`src/rtl/qerv_bufreg_n.sv`:
```
// Buffer register for the qerv serial core: accumulates rs1+imm a chunk at a time,
// holds the result as bus address / rs1 extension, and shifts it back out for shift ops.
module qerv_bufreg_n #(
  parameter int BITS_PER_CYCLE = 4,
  parameter int MDU            = 0,
  parameter int LB             = $clog2(BITS_PER_CYCLE)
) (
  input  logic                 i_clk,
  input  logic                 i_rst,
  input  logic                 i_en,
  input  logic                 i_init,
  input  logic                 i_mdu_op,
  input  logic                 i_rs1_en,
  input  logic                 i_imm_en,
  input  logic                 i_clr_lsb,
  input  logic                 i_shift_op,
  input  logic                 i_right_shift_op,
  input  logic                 i_sh_signed,
  input  logic [1:0]           i_size,
  input  logic [BITS_PER_CYCLE-1:0] i_rs1,
  input  logic [BITS_PER_CYCLE-1:0] i_imm,
  input  logic [LB:0]          i_shamt_lsb,
  output logic [BITS_PER_CYCLE-1:0] o_q,
  output logic [((5-LB) < 1 ? 1 : (5-LB))-1:0] o_cnt,
  output logic                 o_last,
  output logic [1:0]           o_lsb,
  output logic                 o_misalign,
  output logic [3:0]           o_dbus_sel,
  output logic [31:0]          o_dbus_adr,
  output logic [31:0]          o_ext_rs1
);

  localparam int W  = BITS_PER_CYCLE;
  localparam int CW = ((5 - LB) < 1) ? 1 : (5 - LB);
  localparam logic [CW-1:0] CNT_MAX = CW'(32 / W - 1);

  generate
    if (!(W == 1 || W == 2 || W == 4 || W == 8)) begin : g_bad_width
      $error("qerv_bufreg_n: BITS_PER_CYCLE must be 1, 2, 4 or 8");
    end
  endgenerate

  logic [31:0]   data_reg;
  logic          c_reg;
  logic [1:0]    lsb_reg;
  logic [CW-1:0] cnt_reg;
  logic [W-1:0]  spill_reg;

  logic          cnt0;
  logic [W-1:0]  rs1_eff;
  logic [W-1:0]  imm_eff;
  logic [W:0]    sum;
  logic [W-1:0]  q_sum;
  logic [W-1:0]  fill;
  logic [LB:0]   sa;
  logic [2*W-1:0] p;
  logic          mdu_gate;

  assign cnt0    = (cnt_reg == '0);
  assign rs1_eff = i_rs1_en ? i_rs1 : '0;
  assign imm_eff = i_imm_en ? ((i_clr_lsb && cnt0) ? (i_imm & ~W'(1)) : i_imm) : '0;
  assign sum     = {1'b0, rs1_eff} + {1'b0, imm_eff} + {{W{1'b0}}, c_reg};
  assign q_sum   = sum[W-1:0];
  assign fill    = {W{i_sh_signed & data_reg[31]}};
  assign o_last  = i_en && (cnt_reg == CNT_MAX);

  // Right shifts are realised as a left shift by the complement within one chunk;
  // shamt==0 yields a full-chunk delay that the core's shift counter accounts for.
  always_comb begin
    sa = '0;
    if (i_shift_op) begin
      if (!i_right_shift_op)
        sa = i_shamt_lsb;
      else if (W > 1)
        sa = (LB+1)'(W) - i_shamt_lsb;
    end
  end

  assign p   = {{W{1'b0}}, data_reg[W-1:0]} << sa;
  assign o_q = i_en ? (p[W-1:0] | (cnt0 ? '0 : spill_reg)) : '0;

  always_ff @(posedge i_clk) begin
    if (i_rst) begin
      data_reg  <= '0;
      c_reg     <= 1'b0;
      cnt_reg   <= '0;
      spill_reg <= '0;
    end else if (i_en) begin
      data_reg  <= {(i_init ? q_sum : fill), data_reg[31:W]};
      c_reg     <= sum[W] & ~o_last;
      cnt_reg   <= cnt_reg + CW'(1);
      spill_reg <= p[2*W-1:W];
    end
  end

  generate
    if (W == 1) begin : g_lsb_serial
      // A single-bit datapath sees address bits 0 and 1 on consecutive chunks.
      always_ff @(posedge i_clk) begin
        if (i_rst)
          lsb_reg <= '0;
        else if (i_en && i_init) begin
          if (cnt0)
            lsb_reg[0] <= q_sum[0];
          if (cnt_reg == CW'(1))
            lsb_reg[1] <= q_sum[0];
        end
      end
    end else begin : g_lsb_wide
      always_ff @(posedge i_clk) begin
        if (i_rst)
          lsb_reg <= '0;
        else if (i_en && i_init && cnt0)
          lsb_reg <= q_sum[1:0];
      end
    end
  endgenerate

  assign mdu_gate = (MDU != 0) && i_mdu_op;
  assign o_lsb    = mdu_gate ? 2'b00 : lsb_reg;

  always_comb begin
    o_misalign = 1'b0;
    o_dbus_sel = 4'b1111;
    case (i_size)
      2'b00: o_dbus_sel = 4'b0001 << lsb_reg;
      2'b01: begin
        o_dbus_sel = lsb_reg[1] ? 4'b1100 : 4'b0011;
        o_misalign = lsb_reg[0];
      end
      default: o_misalign = (lsb_reg != 2'b00);
    endcase
    if (mdu_gate)
      o_misalign = 1'b0;
  end

  assign o_cnt      = cnt_reg;
  assign o_dbus_adr = {data_reg[31:2], 2'b00};
  assign o_ext_rs1  = data_reg;

endmodule

```
`config.mk`:
```
export PLATFORM = sky130hd
export DESIGN_NAME = qerv_bufreg_n
export DESIGN_NICKNAME = d
export VERILOG_FILES = /design/src/rtl/qerv_bufreg_n.sv
export SDC_FILE = /design/constraint.sdc
export NUM_CORES = 1
export LEC_CHECK = 0
export ABC_AREA = 1
export BUFFER_PORTS_ARGS = -buffer_cell sky130_fd_sc_hd__buf_2
export CORE_MARGIN = 1
export CORE_UTILIZATION = 27
export DETAILED_ROUTE_END_ITERATION = 6
export SLEW_MARGIN = 20
export SYNTH_ARGS = -nofsm -noshare
export SYNTH_HDL_FRONTEND = slang
export SYNTH_SLANG_ARGS = --single-unit
```
`constraint.sdc`:
```
create_clock -name i_clk -period 2.9 [get_ports i_clk]
set_input_delay 0.435 -clock i_clk [delete_from_list [all_inputs] [get_ports i_clk]]
set_output_delay 0.435 -clock i_clk [all_outputs]
set_load 0.02 [all_outputs]
```
Word-level counts from Yosys, hierarchy flattened
Index checks and enable logic that the tools add are counted.
{ "classes": {"add_sub_neg": 4, "n_eq_ne": 2, "shift": 2, "n_mux": 11, "n_bitwise": 4, "reduce_logical": 7} }
{ "ops": {"columns": ["cell", "count"], "rows": [
  ["$mux 4", 6],
  ["$pmux 4 s2", 1],
  ["$shl 4x3->8", 1],
  ["$mux 3", 2],
  ["$add 4x4->5", 1],
  ["$add 5x1->5", 1],
  ["$logic_and 1x1->1", 4],
  ["$or 4x4->4", 1],
  ["$shl 1x2->4 const A", 1],
  ["$add 3x1->3 const B", 1],
  ["$eq 3x3->1 const B", 1],
  ["$logic_not 3->1", 1],
  ["$sub 3x3->3 const A", 1],
  ["$and 1x1->1", 2],
  ["$eq 2x1->1 const B", 1],
  ["$logic_not 2->1", 1],
  ["$pmux 1 s2", 1],
  ["$reduce_bool 2->1", 1],
  ["$mux 1", 1],
  ["$not 1->1", 1]
]} }
{ "word_totals": {"reg_bits": 42, "inputBits": 24, "output_inout_bits": 79, "word_cells": 35} }

Longest topological paths before layout
Gate-level depths: netlist of the first run.
{ "depth": {"word_depth": 7, "ltp_mapped": 13, "ltp_nobuf": 13} }

Worst setup path after synthesis of the first run
No wires, ideal clock.
{ "synth_timing": {"kind": "reg-to-reg", "start": "register cnt_reg[0], in the netlist o_cnt[0]", "end": "register c_reg", "setup_ns": 0.122, "t_arrival_ns": 2.051, "t_required_ns": 2.778, "path_slack_ns": 0.727, "path_stages_with_launch": 14, "path_buffers": 0, "synth_period_minus_slack_ns": 2.173, "path_cell_list": "dfxtp_1 inv_1 ha_1 inv_1 nor2_1 nand2_1 nand3_1 inv_1 fa_1 fa_1 nand2_1 inv_1 o21ai_0 a21oi_1"} }
{ "synth_between": {"elab_chain_len": 7, "elab_cells_between_ends": 10, "cone_classes": "2 x add/sub; 1 x eq/ne; 2 x mux; 2 x bitwise; 3 x reduce/logical"} }
{ "synth_rtl": {"columns": ["element", "line_no", "rtl"], "rows": [
  ["start: declaration", "46", "logic [CW-1:0] cnt_reg;"],
  ["start signal: assignment", "91", "cnt_reg <= cnt_reg + CW'(1);"],
  ["$logic_not 3->1", "59", "assign cnt0 = (cnt_reg == '0);"],
  ["$logic_and 1x1->1", "61", "assign imm_eff = i_imm_en ? ((i_clr_lsb && cnt0) ? (i_imm & ~W'(1)) : i_imm) : '0;"],
  ["$mux 1", "61", null],
  ["$mux 4", "61", null],
  ["$add 4x4->5", "62", "assign sum = {1'b0, rs1_eff} + {1'b0, imm_eff} + {{W{1'b0}}, c_reg};"],
  ["$add 5x1->5", "62", null],
  ["$and 1x1->1 (*)", "90", "c_reg <= sum[W] & ~o_last;"],
  ["end signal: assignment", "90", null],
  ["end: declaration", "44", "logic c_reg;"]
]} }
Every way passes the cells marked *; elsewhere a longest branch is shown, timed or not.
A chain may end at the register's enable or synchronous reset.

Final worst setup path of the first run
Same ends and word-level chain as after synthesis.

==> run summary, run 1 <==
The run finished with clean final reports. Yosys mapped the design onto 26 distinct sky130hd cell types. After the last flow step, the layout net total stands at 429.

The die is 94.4 um tall. For the post-cts sizing count, the log shows 0. The critical path is of the reg2reg type. In the final routed layout, each cell accounts on average for 10.7 um. The register with the most flip-flops in the layout has 32 of them.

The clock tree synthesis step divided the H-tree into 2 levels. The fraction of final layout cells sized beyond drive strength 1 works out to 0.305. The delay of the slowest critical-path stage is 410 ps. The critical path goes through inv_1, ha_1, inv_1, nor2_1, nand2_1, nand3_1, inv_1, fa_1, fa_1, nand2_1, inv_1, o21ai_0, a21oi_1. The run gives 2800 um^2 as the post-route cell area. The part of the cycle the worst path needs works out to 0.801. The tools report the post-DP HPWL as 3930 um. Setup repair after global routing left no endpoint under its margin. The count of nets left with antenna violations once routing finished came out at 0. STA classifies the critical path endpoint as a flop. By instance count, the cell type seen most on the critical path is sky130_fd_sc_hd__inv_1. Count of flip-flops with a built-in enable after synthesis: 0.

TritonCTS built the clock tree. The number of antenna violations at the first check in global routing was 0. For the finished layout, the period the worst path requires is 2320 ps.

Clock root buffer master: sky130_fd_sc_hd__clkbuf_8. The top-level I/O count was 103; the register area share after synthesis was 0.365. Among cell families on the critical path, the largest total delay comes from adder cells. The run gives 0.633 as the worst max-slew margin expressed relative to the limit.

After clock tree synthesis, the clock-pin slew on the worst setup and hold paths is 90 ps. Entering global routing, the biggest net connects 39 pins. For the via count of the first global-routing pass, the log shows 1985. The region available for standard cell placement spans 8220 um^2. During synthesis, Yosys emitted a total of 0 warnings. The number of buffers inserted by port buffering was 99; the worst supply voltage drop on vdd was 0.215 mV. Final total negative setup slack: 0 ps. Counting buffers and inverters, the worst setup path is 13 cells deep.

After detailed routing, the number of remaining DRC violations is 0. Routability-driven placement finished with a final weighted congestion of 0.816. The logs give 0 for the number of hold buffers added after cts and 4 for the number of optimization iterations in the first detailed-route pass. Along the worst path, the maximum fanout reaches 4. The utilization after layout was 0.341; the number of cells traversed by the worst hold path was 2.

Static timing analysis puts the maximum clock frequency at 430 MHz. The run gives 2300 um^2 as the combined area of all synthesized cells. The depth of the most critical reg-to-reg path came out at 13. Measured along the x axis, the die boundary spans 94.4 um.

For the global router's overall resource usage, the log shows 0.126. Counting the fill cells in the layout gives 917. The analysis attributes to cell leakage a power of 1.57 nW. Summed over all layers, the global routing overflow is 0. Setup violations remaining at the end of the flow were counted as 0. The area added between synthesis and finish was 21.7%; the flip-flop and latch count after synthesis was 42.

At the worst endpoint, the required time is 3080 ps. The slew at the pin closest to its max-slew limit is 550 ps, and the power density relative to cell area is 553 nW/um^2. The total CTS buffers came out at 5.

For the post-detailed-placement cell area, the log shows 2660 um^2. Across all layers, the routed design uses 2197 vias. The run gives 11.4 ps as the post-route clock skew.

Counting every sink on the clock net gives 42. The final max-slew violation count came out at 0. The logs give 576 ps for the setup slack after layout and 93 for the number of violations reported at the end of detailed-routing iteration 0. For the wire length of the first global-routing pass, the log shows 8850 um.

The worst min-delay path category is in2reg. The tool flagged a number of max-cap violations equal to 0. In the routed layout, each cell is associated on average with a via count of 4.38.

The cell count after synthesis came out at 331. For this design, the slowest cell found on the critical path is sky130_fd_sc_hd__fa_1. The per-instance average area after synthesis was 6.96 um^2. The leading register cell type out of synthesis was sky130_fd_sc_hd__dfxtp_1. The routed design has 5390 um of wire. The number of buffers and inverters on the critical path was 4.

The data arrival time of the worst path was 2500 ps. The antenna diode count is 0. The tools report the row count as 33.

The tools report the floorplan die area as 8900 um^2. The fraction of registers with async set or reset after synthesis was 0; the number of setup buffers added after CTS was 0. For the initial cell density of the core, the log shows 0.280. The tools report the maximum buffer depth of the clock tree as 2. For the worst-skew pair, the clock arrives at the later sink with an insertion delay of 290 ps. The count of final hold-check violations was 0. Startpoint type of the worst setup path: a flop. The run gives 566 ps as the minimum setup slack after placement.
## final cells by class
type	instances	area, um^2	area share
clock inverters	2	60.1	0.0214
multi-input cells	208	1030	0.367
inverters	37	140	0.0500
well taps	105	131	0.0469
clock buffers	6	82.6	0.0295
flip-flops and latches	42	841	0.300
repair buffers	102	518	0.185
## final timing paths
kind / start / to / slack, ps
max: o_cnt[0] / c_reg / 580
min: i_rst / spill_reg[0] / 370
max reg2reg: o_cnt[0] / c_reg / 580
min reg2reg: spill_reg[3] / spill_reg[3] / 480
## per-stage QoR
stage / total power [mW] / instances / hold slack [ps]
CTS: 1.57 / 502 / 363
floorplan: 0.909 / 332 / 450
global placement: 0.988 / 494 / 464
finish: 1.55 / 502 / 371
detailed placement: 0.990 / 494 / 468
global route: 1.64 / 502 / 360
## routing by layer
| metal | wire [um] | part of all wire | global-route usage | up-vias |
|---|---|---|---|---|
| met5 | 0 | 0 | 0 | - |
| met4 | 41 | 0.0076 | 0.0346 | 0 |
| met3 | 308 | 0.057 | 0.0298 | 5 |
| met2 | 2460 | 0.46 | 0.217 | 60 |
| met1 | 2580 | 0.48 | 0.157 | 985 |
| li1 | - | - | - | 1147 |
## Yosys cell counts (2+ instances only)
library cell,count,area (um^2)
sky130_fd_sc_hd__a211oi_1,2,15.0
sky130_fd_sc_hd__o211ai_1,3,22.5
sky130_fd_sc_hd__o21ai_1,5,25.0
sky130_fd_sc_hd__nand2_2,6,37.5
sky130_fd_sc_hd__nand2_1,42,158
sky130_fd_sc_hd__clkbuf_1,7,26.3
sky130_fd_sc_hd__a21oi_1,15,75.1
sky130_fd_sc_hd__nor2_1,66,248
sky130_fd_sc_hd__buf_2,6,30.0
sky130_fd_sc_hd__ha_1,7,87.6
sky130_fd_sc_hd__o21ai_0,35,175
sky130_fd_sc_hd__fa_1,2,40.0
sky130_fd_sc_hd__buf_4,32,240
sky130_fd_sc_hd__dfxtp_1,42,841
sky130_fd_sc_hd__nand3_1,15,75.1
sky130_fd_sc_hd__inv_1,35,131
sky130_fd_sc_hd__o21ai_2,2,17.5
## where the power goes
group          switching [mW]  internal [mW]
Combinational           0.219          0.109
Sequential             0.0326          0.613
Clock                   0.210          0.368
Total                   0.462           1.09
## cell usage in the layout (no fill, tap or decap)
cell and instances:
sky130_fd_sc_hd__nand3_2 1, sky130_fd_sc_hd__o21ai_1 5, sky130_fd_sc_hd__o21ai_0 35, sky130_fd_sc_hd__ha_1 7, sky130_fd_sc_hd__a21oi_1 15, sky130_fd_sc_hd__o211ai_1 3, sky130_fd_sc_hd__nand4_1 1, sky130_fd_sc_hd__nand2_1 42
sky130_fd_sc_hd__conb_1 2, sky130_fd_sc_hd__inv_1 35, sky130_fd_sc_hd__nand2_2 6, sky130_fd_sc_hd__fa_1 2, sky130_fd_sc_hd__nor2_1 66, sky130_fd_sc_hd__nor3_1 1, sky130_fd_sc_hd__clkinv_2 1, sky130_fd_sc_hd__a21oi_2 1
sky130_fd_sc_hd__clkbuf_8 6, sky130_fd_sc_hd__a211oi_1 2, sky130_fd_sc_hd__clkinv_1 1, sky130_fd_sc_hd__o21ai_2 2, sky130_fd_sc_hd__nand3_1 15, sky130_fd_sc_hd__nand3b_1 1, sky130_fd_sc_hd__dfxtp_1 42, sky130_fd_sc_hd__o32ai_1 1
sky130_fd_sc_hd__buf_4 3, sky130_fd_sc_hd__bufinv_16 2, sky130_fd_sc_hd__buf_2 99
## cell families (layout without fill, tap and decap cells)
logic type,Yosys count,in the layout,share of synthesized area
fa+ha+maj,9,9,0.0554
compound gates,64,64,0.151
flops,42,42,0.365
other cells,1,2,0.00163
simple gates,133,133,0.237
buf+inv,82,147,0.190
Note: power is estimated with default switching activity, not from simulation.
==> run 2, diff against run 1 <==
--- a/config.mk
+++ b/config.mk
@@ -5,7 +5,7 @@
 export SDC_FILE = /design/constraint.sdc
 export NUM_CORES = 1
 export LEC_CHECK = 0
-export ABC_AREA = 1
+export ABC_AREA = 0
 export BUFFER_PORTS_ARGS = -buffer_cell sky130_fd_sc_hd__buf_2
 export CORE_MARGIN = 1
 export CORE_UTILIZATION = 27
==> constraint.sdc (replaced) <==
create_clock -name i_clk -period 2.15 [get_ports i_clk]
set_input_delay 0.3225 -clock i_clk [delete_from_list [all_inputs] [get_ports i_clk]]
set_output_delay 0.3225 -clock i_clk [all_outputs]
set_load 0.02 [all_outputs]
==> run summary, run 2 <==
The required time at the endpoint of the critical path was 1830 ps; the power density relative to cell area was 553 nW/um^2. The count of flip-flops with a built-in enable after synthesis is 0. Global routing finished with a remaining overflow of 0. Summed over all nets, the switching power comes to 0.488 mW. The row count came out at 34. The setup check on the worst reg-to-reg path leaves a slack of 80 ps. The logs give 0 for the max-capacitance violation count and 2 for the maximum buffer depth of the clock tree. Derived from the worst setup path, the maximum achievable clock frequency is 482 MHz. Traced cell by cell, the critical path runs through buf_2, inv_1, ha_4, mux2_4, o21ai_4, a221oi_2, o21ai_1, buf_2.

Global router's overall resource usage: 0.121. Broken down by cell family, the worst path's largest delay share belongs to compound AO/OA/AOI/OAI gates. The tools report the data arrival time of the worst path as 1750 ps.

In this run the worst setup path begins at i_shamt_lsb[1]. The register area share after synthesis is 0.347. The switching power as a share of total power works out to 0.296. The area added between synthesis and finish is 23.1%. The startpoint identified for the worst register-to-register timing path is o_cnt[1].

The part of the cycle the worst path needs is 0.966, and the post-route clock skew is 6.92 ps. The total CTS buffers is 5, and the number of buffers inserted by port buffering is 99. STA classifies the critical path endpoint as a primary output. Post-DP HPWL: 4270 um. sky130_fd_sc_hd__nor2_1 is the most common cell in the netlist.

Setup repair after global routing could not meet its margin everywhere. The detailed router placed 2021 vias in this run. The tree is rooted in a sky130_fd_sc_hd__clkbuf_8.

In this run, synthesis produced a sequential element count of 42. Of all nets on the critical path, the largest fanout is 5. For the worst flop-to-flop path, the logic depth is 10. Proportion of power drawn by flip-flops and latches: 0.493. The number of violations reported at the end of detailed-routing iteration 0 is 51, and the number of distinct library cell variants in the gate-level netlist after synthesis is 44. Final total negative setup slack: 0 ps. The detail route stage leaves a number of antenna-violating nets equal to 0. The layout has 908 filler cells. After clock tree synthesis, the clock-pin slew on the worst setup and hold paths is 80 ps. For this run, design rule violations remaining after detail routing come to 0. The setup path with the least slack is of type in2out.

The critical path crosses 8 cells after its start point. The tools report the combinational share of power as 0.200. TritonCTS built the clock tree.

The tools report the final max-slew violation count as 0. After synthesis the cells add up to 2420 um^2. The internal portion of the total power is 1.16 mW. For this design, the slowest cell found on the critical path is sky130_fd_sc_hd__a221oi_2. The critical path contains buffers and inverters numbering 3 combined.

The initial cell density of the core came out at 0.278. Counting stages on the worst path, the most repeated cell is sky130_fd_sc_hd__buf_2. The via count of the first global-routing pass was 1901; the die width was 96.7 um.

The repair_antennas step left the layout with diodes totalling 0. Along the worst hold path, the cell count comes to 3. The logs give 376 for the layout net count and 4 for the number of optimization iterations in the first detailed-route pass. The fraction of final layout cells sized beyond drive strength 1 came out at 0.413. The cell count after synthesis was 270. Yosys printed 0 warnings. Leaving out fill and tap cells, the most frequent cell in the layout is sky130_fd_sc_hd__buf_2.

After clock tree synthesis, the flow added hold-fix buffers numbering 0. Setup violations remaining at the end of the flow were counted as 0. The tools report the startpoint type of the worst setup path as a primary input. The worst setup path endpoint was o_q[2]. The die is 96.7 um tall.

Shortest clock period the worst path allows after layout: 2080 ps. The worst min-delay path category is in2reg. The first global-routing pass estimated 9500 um of wire.

The logs give 0.796 for the placer's final routability congestion estimate and 443 for the post-placement cell count. The run gives 42 as the clock sink count. For the count of final hold-check violations, the log shows 0. The register with the most flip-flops in the layout has 32 of them.

The area of the core region came out at 8720 um^2. The area fraction of the dominant cell type after synthesis was 0.347. Per-instance average area after synthesis: 8.97 um^2. Leaving out filler cells and counting taps, the final layout contains 452. Entering global routing, the biggest net connects 25 pins. The fraction of registers with async set or reset after synthesis came out at 0. The worst register-to-register path ends at c_reg. By area the synthesized netlist is led by sky130_fd_sc_hd__dfxtp_1, sky130_fd_sc_hd__mux2i_1, sky130_fd_sc_hd__buf_4.

In the routed layout, each cell is associated on average with a via count of 4.47. The number of antenna violations at the first check in global routing is 0, and the number of levels the H-tree was split into is 2. In the synthesized netlist, the cells that appear most often are sky130_fd_sc_hd__nor2_1, sky130_fd_sc_hd__dfxtp_1, sky130_fd_sc_hd__mux2i_1.

The largest single stage delay on the critical path is 330 ps. The flow ran to the end, and the final reports show no timing, DRC or antenna violations. The logs give 290 ps for the latest clock arrival within the worst-skew pair and 0.245 mV for the worst supply voltage drop on vdd. Dividing the detail-routed wire length by the instance count gives 12.5 um. The design draws 1.65 mW. The top-level I/O count is 103, and the floorplan die area is 9350 um^2. Summed over all instances, the cell type with the most area after synthesis is sky130_fd_sc_hd__dfxtp_1. The final layout contains routed wiring with a total length of 5670 um. The reported leakage power is 1.54 nW. The most used flip-flop cell after synthesis is sky130_fd_sc_hd__dfxtp_1. The library cells used most frequently in the layout, excluding fill and tap cells, are sky130_fd_sc_hd__buf_2, sky130_fd_sc_hd__nor2_1, sky130_fd_sc_hd__dfxtp_1. The part of the total power dissipated in the clock network was 0.308.
run 2: cell count changes after synthesis, sizes merged, moves of 4 or more:
cell,change
o21ai,-37
and2,+10
nand2,-31
inv,-26
mux2i,+36
a21oi,-10
nor2,-22
nand3,-15
o21bai,+4
run 2: worst min-delay path by stage:
stage,end,slack (ps),startpoint
detailed placement,spill_reg[3],480,spill_reg[3]
finish,o_ext_rs1[30],360,i_init
floorplan,spill_reg[3],450,spill_reg[3]
CTS,o_ext_rs1[30],340,i_init
global placement,spill_reg[3],470,spill_reg[3]
global route,o_ext_rs1[30],360,i_init
run 2: worst reg2reg max path: stages, from the launching register on:
cell and delay (ps):
sky130_fd_sc_hd__dfxtp_2 330, sky130_fd_sc_hd__inv_2 60, sky130_fd_sc_hd__ha_4 120, sky130_fd_sc_hd__nor2b_4 150
sky130_fd_sc_hd__a21oi_2 70, sky130_fd_sc_hd__fa_2 380, sky130_fd_sc_hd__fa_2 370, sky130_fd_sc_hd__a21o_1 170
sky130_fd_sc_hd__a21oi_2 120, sky130_fd_sc_hd__o31ai_1 80, sky130_fd_sc_hd__and2_1 130
run 2: metal layers:
metal	share of wire	vias to the layer above	GRT usage
li1	-	1027	-
met1	0.48	924	0.165
met2	0.46	68	0.193
met3	0.051	2	0.0282
met4	0.0042	0	0.0310
met5	0	-	0
run 2: kinds of logic after synthesis:
family                   Yosys count  synth area share
adder cells (fa/ha/maj)            9            0.0527
XOR/XNOR                           4            0.0145
AO/OA/AOI/OAI                     38             0.123
flip-flops                        42             0.347
AND/OR/NAND/NOR                   84             0.154
other                              1           0.00155
multiplexers                      38             0.160
buffers and inverters             54             0.147
run 2: stage by stage:
step	hold WS [ps]	worst slack [ps]	area [um^2]	utilization
2_1_floorplan	449	-53.9	2430	-
3_3_place_gp	469	-21.3	2820	0.323
3_5_place_dp	476	-93.5	2820	0.323
4_1_cts	342	5.38	2920	0.335
5_1_grt	359	-43.7	2980	0.342
6_report	355	73.8	2980	0.342
run 2: area by class of cell:
type | count | area (um^2) | area share
flip-flops and latches | 42 | 843 | 0.283
clock buffers | 5 | 68.8 | 0.0231
multi-input cells | 175 | 1300 | 0.436
clock inverters | 3 | 21.3 | 0.00713
inverters | 9 | 36.3 | 0.0122
well taps | 108 | 135 | 0.0453
repair buffers | 110 | 578 | 0.194
run 2: what timing repair did:
item | 4_1_cts | 5_1_grt
cloned | 0 | 0
pin swaps | 0 | 10
endpoints found under the setup margin | 3 | 7
gates resized for setup | 5 | 11
buffers inserted | 0 | 1
run 2: power by group through the flow:
stage               Combinational, mW  Sequential [mW]  Clock, mW
floorplan                       0.203            0.848          0
global placement                0.300            0.830          0
detailed placement              0.307            0.830          0
CTS                             0.315            0.812      0.537
global route                    0.361            0.816      0.565
finish                          0.329            0.812      0.507
==> run 3, diff against run 2 <==
--- a/config.mk
+++ b/config.mk
@@ -8,8 +8,9 @@
 export ABC_AREA = 0
 export BUFFER_PORTS_ARGS = -buffer_cell sky130_fd_sc_hd__buf_2
 export CORE_MARGIN = 1
-export CORE_UTILIZATION = 27
+export CORE_UTILIZATION = 41
 export DETAILED_ROUTE_END_ITERATION = 6
+export PLACE_DENSITY = 0.7
 export SLEW_MARGIN = 20
 export SYNTH_ARGS = -nofsm -noshare
 export SYNTH_HDL_FRONTEND = slang
==> run summary, run 3 (synthesis results as in run 2) <==
The detailed router finished its first iteration with 54 violations. The global router's overall resource usage is 0.168. The pre-antenna-repair detailed-routing pass consisted of 4 iterations. The clock-pin slew reported for the worst setup and hold paths after clock tree synthesis came out at 80 ps.

The internal power of the cells came out at 1.19 mW. The total via count in the routed design came out at 2030. The clock root buffer master is sky130_fd_sc_hd__clkbuf_8. The worst setup path is of the reg2reg kind. Setup repair after global routing could not meet its margin everywhere. The run gives 2 as the number of levels the H-tree was split into.

Reported leakage power: 1.55 nW. The die is 78.9 um wide. The worst min-delay path category is in2reg.

The floorplan has 27 rows. For this design the ratio of total power to cell area is 562 nW/um^2. The part of the cycle the worst path needs was 0.972; the top-level I/O count was 103.

The initial cell density of the core is 0.432. Max-cap violations in this run came to 0. The fraction of final layout cells sized beyond drive strength 1 is 0.411, and the number of buffers inserted by port buffering is 99.

Including well taps, the total number of placed cells is 405. The height of the die works out to 78.9 um. In the routed layout, each cell is associated on average with a via count of 4.89. Once layout is done, the placed cells without fillers occupy 2960 um^2.

The run gives 38 as the largest net degree at the start of global routing. Total power for the finished layout comes to 1.66 mW. Antenna diode count: 0.

The number of antenna violations at the first check in global routing was 0; the floorplan die area was 6220 um^2. For this run, the number of standard cells in the final layout without fillers is 415. Between clock sinks in the finished design, the worst skew comes to 6.83 ps. The register with the most flip-flops in the layout has 32 of them. The final total negative setup slack came out at 0 ps. The delay of the slowest critical-path stage works out to 380 ps. Walking the worst path, the cells encountered are inv_2, ha_4, nor2b_4, a21oi_2, fa_2, fa_2, a21o_1, a21oi_2, o31ai_1, and2_1. Broken down by cell family, the worst path's largest delay share belongs to adder cells. The floorplan step defined a core boundary enclosing 5610 um^2. The achievable frequency was 479 MHz. The first global-routing pass estimated 8220 um of wire. For the data arrival time of the worst path, the log shows 2270 ps. For the via count of the first global-routing pass, the log shows 1745. The filler cell count was 554; the number of buffers and inverters on the critical path was 1. Remaining antenna violation count after routing: 0. The worst setup path is launched from a flop. The count of endpoints failing setup in the final report was 0. Data on the critical path is required at its endpoint by 2330 ps. The kind of end point of the critical path was a flop.

At the end of the flow, the number of nets in the layout was 375. At the later pin of the worst-skew pair, clock insertion delay measures 290 ps. The run gives 3870 um as the post-DP HPWL. Leaving out fill and tap cells, the most frequent cell in the layout is sky130_fd_sc_hd__buf_2. The flow ran to the end, and the final reports show no timing, DRC or antenna violations. Summing all placed instances gives a cell area of 2770 um^2.

The final max-slew violation count was 0; the shortest clock period the worst path allows after layout was 2090 ps. The switching power as a share of total power came out at 0.283. The wire length reported by the detailed router was 5330 um. TritonCTS built the clock tree. Worst supply voltage drop on vdd: 0.418 mV.

For this design the total switching power over the nets is 0.471 mW. The cell with the largest stage delay on the worst path is sky130_fd_sc_hd__fa_2. Relative to the synthesized area, the layout overhead comes to 22.3%.

The count of final hold-check violations is 0. The library cells used most frequently in the layout, excluding fill and tap cells, are sky130_fd_sc_hd__buf_2, sky130_fd_sc_hd__nor2_1, sky130_fd_sc_hd__dfxtp_1. For this run the aggregate overflow at the end of global routing stands at 0. Counting along the longest clock path gives a buffer depth of 2. The run gives 0.314 as the part of the total power dissipated in the clock network. For this design, the CTS-stage hold fixing added 0 buffers. The placer's final routability congestion estimate is 0.787. Clock tree synthesis inserted a total of 5 buffers.

The highest fanout seen on the critical path is 2. In the final routed layout, each cell accounts on average for 12.8 um. The setup slack after layout is 61.0 ps, and the clock sink count is 42.

The tools report the combinational share of power as 0.198. The logs give 0.488 for the proportion of power drawn by flip-flops and latches and 0 for the remaining design rule violation count. Minimum setup slack after placement: -37.7 ps.
## run 3: path summary, 6_finish.rpt
check	from	end	slack, ps	cells past startpoint
max	o_cnt[1]	c_reg	60	10
min	i_init	o_ext_rs1[30]	360	3
max reg2reg	o_cnt[1]	c_reg	60	10
min reg2reg	spill_reg[1]	spill_reg[1]	480	2
## run 3: worst register-to-register path, cell delays in order, from the launching register on
cell	delay (ps)
sky130_fd_sc_hd__dfxtp_2	330
sky130_fd_sc_hd__inv_2	60
sky130_fd_sc_hd__ha_4	120
sky130_fd_sc_hd__nor2b_4	140
sky130_fd_sc_hd__a21oi_2	70
sky130_fd_sc_hd__fa_2	380
sky130_fd_sc_hd__fa_2	380
sky130_fd_sc_hd__a21o_1	180
sky130_fd_sc_hd__a21oi_2	120
sky130_fd_sc_hd__o31ai_1	80
sky130_fd_sc_hd__and2_1	140
## run 3: stage by stage
| step | hold slack, ps | utilization |
|---|---|---|
| floorplan | 449 | - |
| global placement | 469 | 0.494 |
| detailed placement | 475 | 0.494 |
| CTS | 338 | 0.512 |
| global route | 362 | 0.528 |
| finish | 357 | 0.528 |
## run 3: cell type report
type	count	area (um^2)	share of cell area
clock buffer	6	82.6	0.0279
sequential	42	843	0.285
clock inverter	2	12.5	0.00422
inverter	9	36.3	0.0122
timing repair buffer	109	591	0.199
multi-input combinational	175	1310	0.441
tap	72	90.1	0.0304
## run 3: power groups by stage
stage               Sequential [mW]  Combinational [mW]  Clock, mW
global placement              0.829               0.299          0
global route                  0.814               0.362      0.573
floorplan                     0.848               0.203          0
CTS                           0.811               0.305      0.546
detailed placement            0.829               0.303          0
finish                        0.811               0.330      0.523
## run 3: timing repair
action	in CTS	in global routing
buffers inserted	0	2
pin swaps	0	12
resized for setup	2	18
endpoints found under the setup margin	2	5
## run 3: layer usage
layer	GRT usage	part of all wire	vias to the layer above
met5	0	0	-
met4	0.0491	0.0043	0
met3	0.0414	0.040	2
met2	0.280	0.48	55
met1	0.214	0.48	942
li1	-	-	1031
